<file path="src/rtl/fetch_queue.sv">
// Instruction-fetch front end: owns the fetch PC, issues one-cycle-latency ROM
// reads and buffers returned words with their PC in a circular queue for decode.
module fetch_queue #(
   parameter int               XLEN     = 32,
   parameter int               ILEN     = 32,
   parameter int               ADDR_W   = 8,
   parameter int               DEPTH    = 4,
   parameter logic [XLEN-1:0]  RESET_PC = '0
) (
   input  logic                         clk,
   input  logic                         rst,
   output logic                         rom_en,
   output logic [ADDR_W-1:0]            rom_addr,
   input  logic [ILEN-1:0]              rom_inst,
   input  logic                         redirect,
   input  logic [XLEN-1:0]              redirect_pc,
   output logic                         out_valid,
   input  logic                         out_ready,
   output logic [ILEN-1:0]              out_inst,
   output logic [XLEN-1:0]              out_pc,
   output logic [XLEN-1:0]              out_pc_plus4,
   output logic [$clog2(DEPTH+1)-1:0]   queue_count
);

   localparam int PTR_W = $clog2(DEPTH);
   localparam int CNT_W = $clog2(DEPTH+1);
   localparam logic [CNT_W:0] DEPTH_C = (CNT_W+1)'(DEPTH);

   logic [XLEN-1:0]  fetch_pc_q, fetch_pc_d;
   logic [XLEN-1:0]  inflight_pc_q, inflight_pc_d;
   logic             inflight_q, inflight_d;
   logic [PTR_W-1:0] wr_ptr_q, wr_ptr_d;
   logic [PTR_W-1:0] rd_ptr_q, rd_ptr_d;
   logic [CNT_W-1:0] count_q, count_d;
   logic [ILEN-1:0]  mem_inst_q [DEPTH];
   logic [ILEN-1:0]  mem_inst_d [DEPTH];
   logic [XLEN-1:0]  mem_pc_q [DEPTH];
   logic [XLEN-1:0]  mem_pc_d [DEPTH];

   logic             pop;
   logic             push;
   logic             issue;
   logic [CNT_W:0]   occupancy;
   logic             unused_redirect_lsb;

   assign unused_redirect_lsb = ^redirect_pc[1:0];

   assign out_valid = ~rst & (count_q != '0);
   assign pop       = out_valid & out_ready & ~redirect;
   assign push      = inflight_q & ~redirect & ~rst;

   // Credit includes the outstanding read so a returning word always has a slot.
   assign occupancy = ({1'b0, count_q} + (CNT_W+1)'(inflight_q)) - (CNT_W+1)'(pop);
   assign issue     = ~rst & ~redirect & (occupancy < DEPTH_C);

   assign rom_en       = issue;
   assign rom_addr     = rst ? RESET_PC[ADDR_W+1:2] : fetch_pc_q[ADDR_W+1:2];
   assign out_inst     = out_valid ? mem_inst_q[rd_ptr_q] : '0;
   assign out_pc       = out_valid ? mem_pc_q[rd_ptr_q] : '0;
   assign out_pc_plus4 = out_valid ? (mem_pc_q[rd_ptr_q] + XLEN'(4)) : '0;
   assign queue_count  = rst ? '0 : count_q;

   always_comb begin
      fetch_pc_d    = fetch_pc_q;
      inflight_pc_d = inflight_pc_q;
      inflight_d    = inflight_q;
      wr_ptr_d      = wr_ptr_q;
      rd_ptr_d      = rd_ptr_q;
      count_d       = count_q;
      mem_inst_d    = mem_inst_q;
      mem_pc_d      = mem_pc_q;

      if (redirect) begin
         fetch_pc_d = {redirect_pc[XLEN-1:2], 2'b00};
         inflight_d = 1'b0;
         wr_ptr_d   = '0;
         rd_ptr_d   = '0;
         count_d    = '0;
      end else begin
         if (push) begin
            mem_inst_d[wr_ptr_q] = rom_inst;
            mem_pc_d[wr_ptr_q]   = inflight_pc_q;
            wr_ptr_d             = wr_ptr_q + PTR_W'(1);
         end
         if (pop) begin
            rd_ptr_d = rd_ptr_q + PTR_W'(1);
         end
         count_d    = count_q + CNT_W'(push) - CNT_W'(pop);
         inflight_d = issue;
         if (issue) begin
            inflight_pc_d = fetch_pc_q;
            fetch_pc_d    = fetch_pc_q + XLEN'(4);
         end
      end
   end

   always_ff @(posedge clk) begin
      if (rst) begin
         fetch_pc_q    <= RESET_PC;
         inflight_pc_q <= RESET_PC;
         inflight_q    <= 1'b0;
         wr_ptr_q      <= '0;
         rd_ptr_q      <= '0;
         count_q       <= '0;
      end else begin
         fetch_pc_q    <= fetch_pc_d;
         inflight_pc_q <= inflight_pc_d;
         inflight_q    <= inflight_d;
         wr_ptr_q      <= wr_ptr_d;
         rd_ptr_q      <= rd_ptr_d;
         count_q       <= count_d;
      end
   end

   // Queue storage needs no reset: entries are only visible while counted.
   always_ff @(posedge clk) begin
      mem_inst_q <= mem_inst_d;
      mem_pc_q   <= mem_pc_d;
   end

endmodule

</file>
<file path="config.mk">
export PLATFORM = sky130hd
export DESIGN_NAME = fetch_queue
export DESIGN_NICKNAME = d
export VERILOG_FILES = /design/src/rtl/fetch_queue.sv
export SDC_FILE = /design/constraint.sdc
export NUM_CORES = 1
export LEC_CHECK = 0
export BUFFER_PORTS_ARGS = -buffer_cell sky130_fd_sc_hd__buf_2
export CAP_MARGIN = 20
export CORE_UTILIZATION = 28
export DETAILED_ROUTE_END_ITERATION = 8
export HOLD_SLACK_MARGIN = 0.06
export PLACE_DENSITY = 0.48
export SLEW_MARGIN = 40
export SYNTH_ARGS = -nofsm -noshare
export SYNTH_HDL_FRONTEND = slang
export SYNTH_SLANG_ARGS = --single-unit
</file>
<file path="constraint.sdc">
create_clock -name clk -period 5.2 [get_ports clk]
set_input_delay 0.26 -clock clk [delete_from_list [all_inputs] [get_ports clk]]
set_output_delay 0.26 -clock clk [all_outputs]
set_load 0.01 [all_outputs]
</file>
==> results of run 1 <==
[cells by family after synthesis]
family                     count (synthesis)  share of synthesized area (%)
AOI/OAI and AO/OA                        102                           5.22
adders and majority gates                 12                           1.16
DFF                                      316                           65.0
muxes                                     78                           12.2
buffers and inverters                     80                           2.87
other                                      1                         0.0277
and+or+nand+nor                          308                           11.8
xor gates and xnor gates                  27                           1.74
[routing by layer]
metal / track usage [%] / share of wire, %
met5: 0 / 0
met4: 3.47 / 1.8
met3: 2.32 / 4.1
met2: 21.2 / 45
met1: 19.4 / 49
[cells in the mapped netlist (3+ instances only)]
cell type and instances:
or3_1 5, a211oi_1 13, xnor2_1 18, buf_1 5
mux4_1 22, nor2b_1 9, o31ai_1 13, a311oi_1 13
or2_2 5, nor2_1 64, xor2_1 9, mux4_2 40
mux2_2 13, nand3_1 20, nor4_1 6, and2_1 63
o21a_1 3, buf_4 4, nand4_1 12, o2111ai_1 4
clkbuf_1 37, or4_1 14, o21ai_0 6, o2111a_1 3
nor3_1 13, buf_6 4, and3_1 11, inv_1 22
dfxtp_1 68, edfxtp_1 248, and4_1 4, ha_1 11
buf_2 4, nand2_1 72, a21oi_1 34
[layout make-up]
cell class                 count  area (um2)  share of cell area, %
inverter                      22        82.6                  0.495
tap                          615         769                   4.61
multi-input combinational    531        4400                   26.4
clock buffer                  50         995                   5.96
clock inverter                14        81.3                  0.488
sequential                   316        8810                   52.9
timing repair buffer         243        1530                   9.18
[power by group through the flow]
stage               sequential, uW  clock [uW]  combinational (uW)
finish                        2800        2330                 212
floorplan                     2830           0                 109
detailed placement            2850           0                 182
global route                  2800        2500                 236
CTS                           2800        2410                 215
global placement              2850           0                 179
[state kept, by name, summed over array words and instances (netlist names)]
register       flops
mem_inst_q       128
mem_pc_q         120
fetch_pc_q        30
inflight_pc_q     30
count_q            3
rd_ptr_q           2
wr_ptr_q           2
inflight_q         1
[worst min-delay path, stage by stage]
cell	delay, ns
buf_2	0.10
nor2_1	0.12
a311oi_1	0.06
[through the flow]
step / worst slack (ns) / instance area (um2) / cells / hold slack, ns / util [%]
finish: 1.06 / 16700 / 1791 / 0.0920 / 34.9
CTS: 0.962 / 16700 / 1791 / 0.0636 / 34.9
floorplan: 1.17 / 13600 / 927 / 0.359 / -
global placement: 1.05 / 15100 / 1674 / 0.472 / 31.5
detailed placement: 0.988 / 15100 / 1674 / 0.478 / 31.5
global route: 0.807 / 16700 / 1791 / 0.0816 / 34.9
[worst paths after layout]
| kind | endpoint | slack [ns] | cells after the start |
|---|---|---|---|
| setup / recovery | out_pc_plus4[31] | 1.06 | 7 |
| hold / removal | fetch_pc_q[26] | 0.09 | 3 |
| setup reg to reg | fetch_pc_q[29] | 1.32 | 13 |
| hold reg to reg | inflight_pc_q[29] | 0.48 | 2 |
[what timing repair did]
action,in CTS,in global routing
setup endpoints to repair,0,0
buffers inserted,0,0
endpoints found under the hold margin,149,0
resized for setup,0,0
hold buffers,53,0
[cells in the final DEF (no fill, tap or decap), types with 22 or more instances in the layout]
cell,instances
edfxtp_1,248
buf_2,170
nand2_1,72
dfxtp_1,66
nor2_1,64
and2_1,63
dlygate4sd3_1,53
mux4_2,40
clkbuf_16,37
a21oi_1,34
mux4_1,22
==> reports/metrics.yaml, run 1 <==
clockBufferDepth: 3
areaGrowthSynthToFinish_pct: 23.0
worstSetupPathType: "register to output port"
synth_edf_count: 248
io_buffers: 170
syn_area_um2: 13600
critical_path_arrival_ns: 3.88
synth_top_cell_by_area: "edfxtp_1"
cts_buffers: 36
synth-seq-cells: 316
first_pass_iters: 7
die_h_um: 222
synthFlopType: "edfxtp_1"
cp_slowest_stage_delay_ns: 0.73
p_comb_share_pct: 4.0
period_minus_slack_ns: 4.14
critPathSlowestCell: "dfxtp_4"
wirelength_um: 33600
crit_path_end_kind: "output port"
slew_headroom_pct: 50.2
max-cap-violations: 0
cts_root_buf: "clkbuf_16"
seq_area_frac_synth_pct: 65.0
die_x_um: 222
die-area_um2: 49300
cts_tree: "done"
ys.warnings.count: 0
cp_num_buf_inv: 2
fmax_ghz: 0.241
grt_max_degree: 63
antenna_found_initial: 0
postSynth.asyncResetShare_pct: 0
rsz0062_at_grt: "no"
sequentialPowerShare_pct: 52.4
cpMostUsedCell: "or4_4"
drtIter0Drc: 493
cts_htree_levels: 2
synth.area.top_cells: "edfxtp_1, dfxtp_1, mux4_2, mux4_1, and2_1"
pwr-share-clk_pct: 43.7
drive_above_1_share_pct: 27.0
diodes: 0
fin_nets: 1230
clk_latency_ns: 0.52
fillers: 4716
cts_sinks: 316
min_from: "redirect_pc[26]"
tightest_slew_ns: 0.743
outcome: "completed"
grt_pass1_vias: 8543
netSwitchingFraction_pct: 21.5
skew_ns: 0.0191
cp-start-kind: "register"
start_util_pct: 28.4
p_per_area_nw_per_um2: 320
postSynthCellCount: 924
avgSynthCellArea_um2: 14.7
r2r_start: "count_q[0]"
hold_viol_final: 0
fin_crit_sh_pct: 79.7
tns_ns: 0
ant_nets: 0
via_count: 8438
cp_top_family: "simple AND/OR/NAND/NOR gates"
wl_per_cell_um: 18.8
globalplace.congestion: 0.765
synth_top_cell_area_share_pct: 54.9
grt-ovfl-total: 0
rows: 80
setup_viol_count_final: 0
ys_types: 57
num_io_pins: 177
cp_cell_sequence: "buf_4, mux4_1, nand4_1, or4_4, or4_4, mux2_4, buf_2"
finalMaxSlewViolations: 0
dp_hpwl_um: 22200
hp-class: "input pin to register"
power_uw: 5340
grtUsageTotal_pct: 13.6
clk_pin_slew_ns: 0.06
drc: 0
peakVddDrop_v: 0.000174
vias_per_cell: 4.71
core_region_area_um2: 47700
cp.required_ns: 4.94
switchingPower_uw: 1150
cp_max_fo: 31
p_int_uw: 4190
grt_pass1_wl_um: 51400
leakagePower_uw: 0.00580
cp-startpoint: "rd_ptr_q[0]"
Power figures use the tool's default switching activity.
==> inputs of run 2 (changes only) <==
--- a/config.mk
+++ b/config.mk
@@ -10,7 +10,7 @@
 export CORE_UTILIZATION = 28
 export DETAILED_ROUTE_END_ITERATION = 8
 export HOLD_SLACK_MARGIN = 0.06
-export PLACE_DENSITY = 0.48
+export PLACE_DENSITY = 0.49
 export SLEW_MARGIN = 40
 export SYNTH_ARGS = -nofsm -noshare
 export SYNTH_HDL_FRONTEND = slang
==> constraint.sdc (replaced) <==
create_clock -name clk -period 3.4 [get_ports clk]
set_input_delay 0.17 -clock clk [delete_from_list [all_inputs] [get_ports clk]]
set_output_delay 0.17 -clock clk [all_outputs]
set_load 0.01 [all_outputs]
==> run 2 against run 1 <==
Net effect:
- flip-flop and latch count stayed put
- non-clock buffer count increased by 55
- sequential share of layout area fell by 2.3 points
- total power grew 58%
- sequential power rose by 53%
- clock skew is essentially flat
==> reports/metrics.yaml, run 2 (synthesized netlist as in run 1, its figures left out) <==
setup_viol_count_final: 0  # unchanged
switchingPower_uw: 1820  # +59%
leakagePower_uw: 0.00613  # +5.8%
dp_hpwl_um: 21900  # -1.3%
rows: 80  # unchanged
globalplace.congestion: 0.740  # -3.3%
multiInputGateArea_um2: 4470  # +1.5%
final_common_cell: "edfxtp_1"
p_int_uw: 6640  # +58%
areaGrowthSynthToFinish_pct: 28.5
fin_crit_sh_pct: 97.8
grt-ovfl-total: 0  # unchanged
hold_viol_final: 0  # unchanged
cp_slowest_stage_delay_ns: 0.52  # -0.21 ns
clockBufferDepth: 3  # unchanged
io_buffers: 170  # unchanged
cp_num_buf_inv: 3  # +1
power_uw: 8460  # +58%
max-cap-violations: 0  # unchanged
cp-start-kind: "register"
cts_htree_levels: 2  # unchanged
tightest_slew_ns: 0.710  # -0.0333 ns
cts_buffers: 36  # unchanged
grt_pass1_vias: 8637  # +1.1%
core_region_area_um2: 47700  # unchanged
r2r_start: "count_q[0]"
min_to: "inflight_pc_q[2]"
start_util_pct: 28.4  # unchanged
skew_ns: 0.0193  # +0.000172 ns
top_register: "mem_inst_q"
antenna_found_initial: 0  # unchanged
r2r_slack_ns: 0.08  # -1.24 ns
drive_above_1_share_pct: 31.7  # +4.8 points
worstSetupPathType: "register to output port"
cts_tree: "done"
rsz0062_at_grt: "yes"
die_x_um: 222  # unchanged
die-area_um2: 49300  # unchanged
wirelength_um: 34100  # +1.5%
cpMostUsedCell: "buf_4"
cts_root_buf: "clkbuf_16"
ff2ff_path_depth: 14  # +1
sequentialPowerShare_pct: 50.5  # -1.9 points
hp-class: "input pin to register"
holdPathStages: 3  # unchanged
die_h_um: 222  # unchanged
regArea_um2: 8820  # about the same
place_area_um2: 15400  # +2.2%
netSwitchingFraction_pct: 21.5  # +0.029 points
cp_cell_sequence: "buf_4, mux4_1, nand4_1, buf_4, nor4_2, nand3_1, mux2_2, buf_2"
grtUsageTotal_pct: 13.8  # +0.24 points
top_regs: "mem_inst_q: 128 flops, mem_pc_q: 120 flops"
fin_nets: 1285  # +4.5%
period_minus_slack_ns: 3.33
final_util_pct: 36.5  # +1.6 points
min_from: "rst"
num_io_pins: 177  # unchanged
p_per_area_nw_per_um2: 485  # +52%
fillers: 4646  # -1.5%
via_count: 8625  # +2.2%
pwr-share-clk_pct: 45.3  # +1.6 points
crit_path_end_kind: "output port"
first_pass_iters: 4  # -3
peakVddDrop_v: 0.000262  # +50%
drtIter0Drc: 531  # +7.7%
cp.required_ns: 3.23  # -1.71 ns
cts_sinks: 316  # unchanged
critical_path_arrival_ns: 3.16  # -0.72 ns
finalMaxSlewViolations: 0  # unchanged
r2r-end: "fetch_pc_q[25]"
ant_nets: 0  # unchanged
p_comb_share_pct: 4.2  # +0.2 points
vias_per_cell: 4.66  # -1.0%
cp_max_fo: 8  # -74%
critPathSlowestCell: "nor4_2"
wl_per_cell_um: 18.5  # -1.7%
slew_headroom_pct: 52.5  # +2.3 points
cp_top_family: "simple AND/OR/NAND/NOR gates"
final_cell_mix: "edfxtp_1, buf_2, nand2_1, dlygate4sd3_1, dfxtp_1"
largest_register_ffs: 128  # unchanged
drc: 0  # unchanged
clk_pin_slew_ns: 0.06  # about the same
clk_latency_ns: 0.55  # +0.03 ns
outcome: "completed"
fmax_ghz: 0.301
fin_area_um2: 17400  # +4.5%
grt_pass1_wl_um: 51900  # +0.87%
grt_max_degree: 65  # +3.2%
==> run 2: worst register-to-register path, stage by stage, from the launching register on <==
cell      delay [ns]
dfxtp_2         0.32
inv_2           0.07
nor2_4          0.05
nor3_4          0.20
inv_2           0.05
and3_4          0.18
ha_4            0.15
inv_2           0.05
ha_4            0.18
and3b_1         0.17
or4_4           0.48
a2111o_1        0.39
buf_6           0.17
or4_1           0.51
a311oi_1        0.25
==> run 2: through the flow <==
stage	worst slack (ns)	instances	TNS, ns	hold WS (ns)
finish	0.0747	1850	0	0.357
global route	-0.0515	1848	-0.139	0.379
CTS	-0.0212	1843	-0.0212	0.313
detailed placement	0.0332	1700	0	0.394
global placement	0.0963	1700	0	0.386
floorplan	-0.122	927	-0.456	0.269
==> run 2: layer usage <==
metal  GRT usage, %  wire, um  up-vias
met5              0         0        -
met4           4.32       617        0
met2           21.8     15800      188
met1           19.2     16300     4277
li1               -         -     4115
met3           2.57      1440       45
==> run 2: layout make-up <==
type / count / area share (%)
Sequential cell: 316 / 50.6
Clock buffer: 47 / 5.76
Timing Repair Buffer: 298 / 12.0
Clock inverter: 19 / 1.08
Antenna cell: 2 / 0.0287
Inverter: 22 / 0.488
Tap cell: 615 / 4.41
Multi-Input combinational cell: 531 / 25.6
==> run 2: repair_timing <==
action	4_1_cts	5_1_grt
endpoints found under the setup margin	10	14
resized for setup	16	12
pin swaps	2	7
setup buffers	12	5
hold buffers	65	0
endpoints found under the hold margin	159	0
==> run 2: worst max path at each step <==
stage | start | end | slack [ns] | cells after the start
after detailed placement | count_q[0] | fetch_pc_q[25] | 0.03 | 14
final | rd_ptr_q[0] | out_pc_plus4[17] | 0.07 | 8
after global routing | count_q[0] | fetch_pc_q[25] | -0.05 | 14
after floorplan | count_q[0] | fetch_pc_q[25] | -0.12 | 15
after CTS | rd_ptr_q[0] | out_pc_plus4[31] | -0.02 | 7
after global placement | count_q[0] | fetch_pc_q[25] | 0.1 | 14
==> run 2: power groups by stage <==
stage	Clock, uW	Combinational, uW	Sequential [uW]
final	3830	357	4270
after global routing	4120	393	4280
after CTS	3960	359	4270
after detailed placement	0	296	4350
after global placement	0	292	4350
after floorplan	0	168	4330
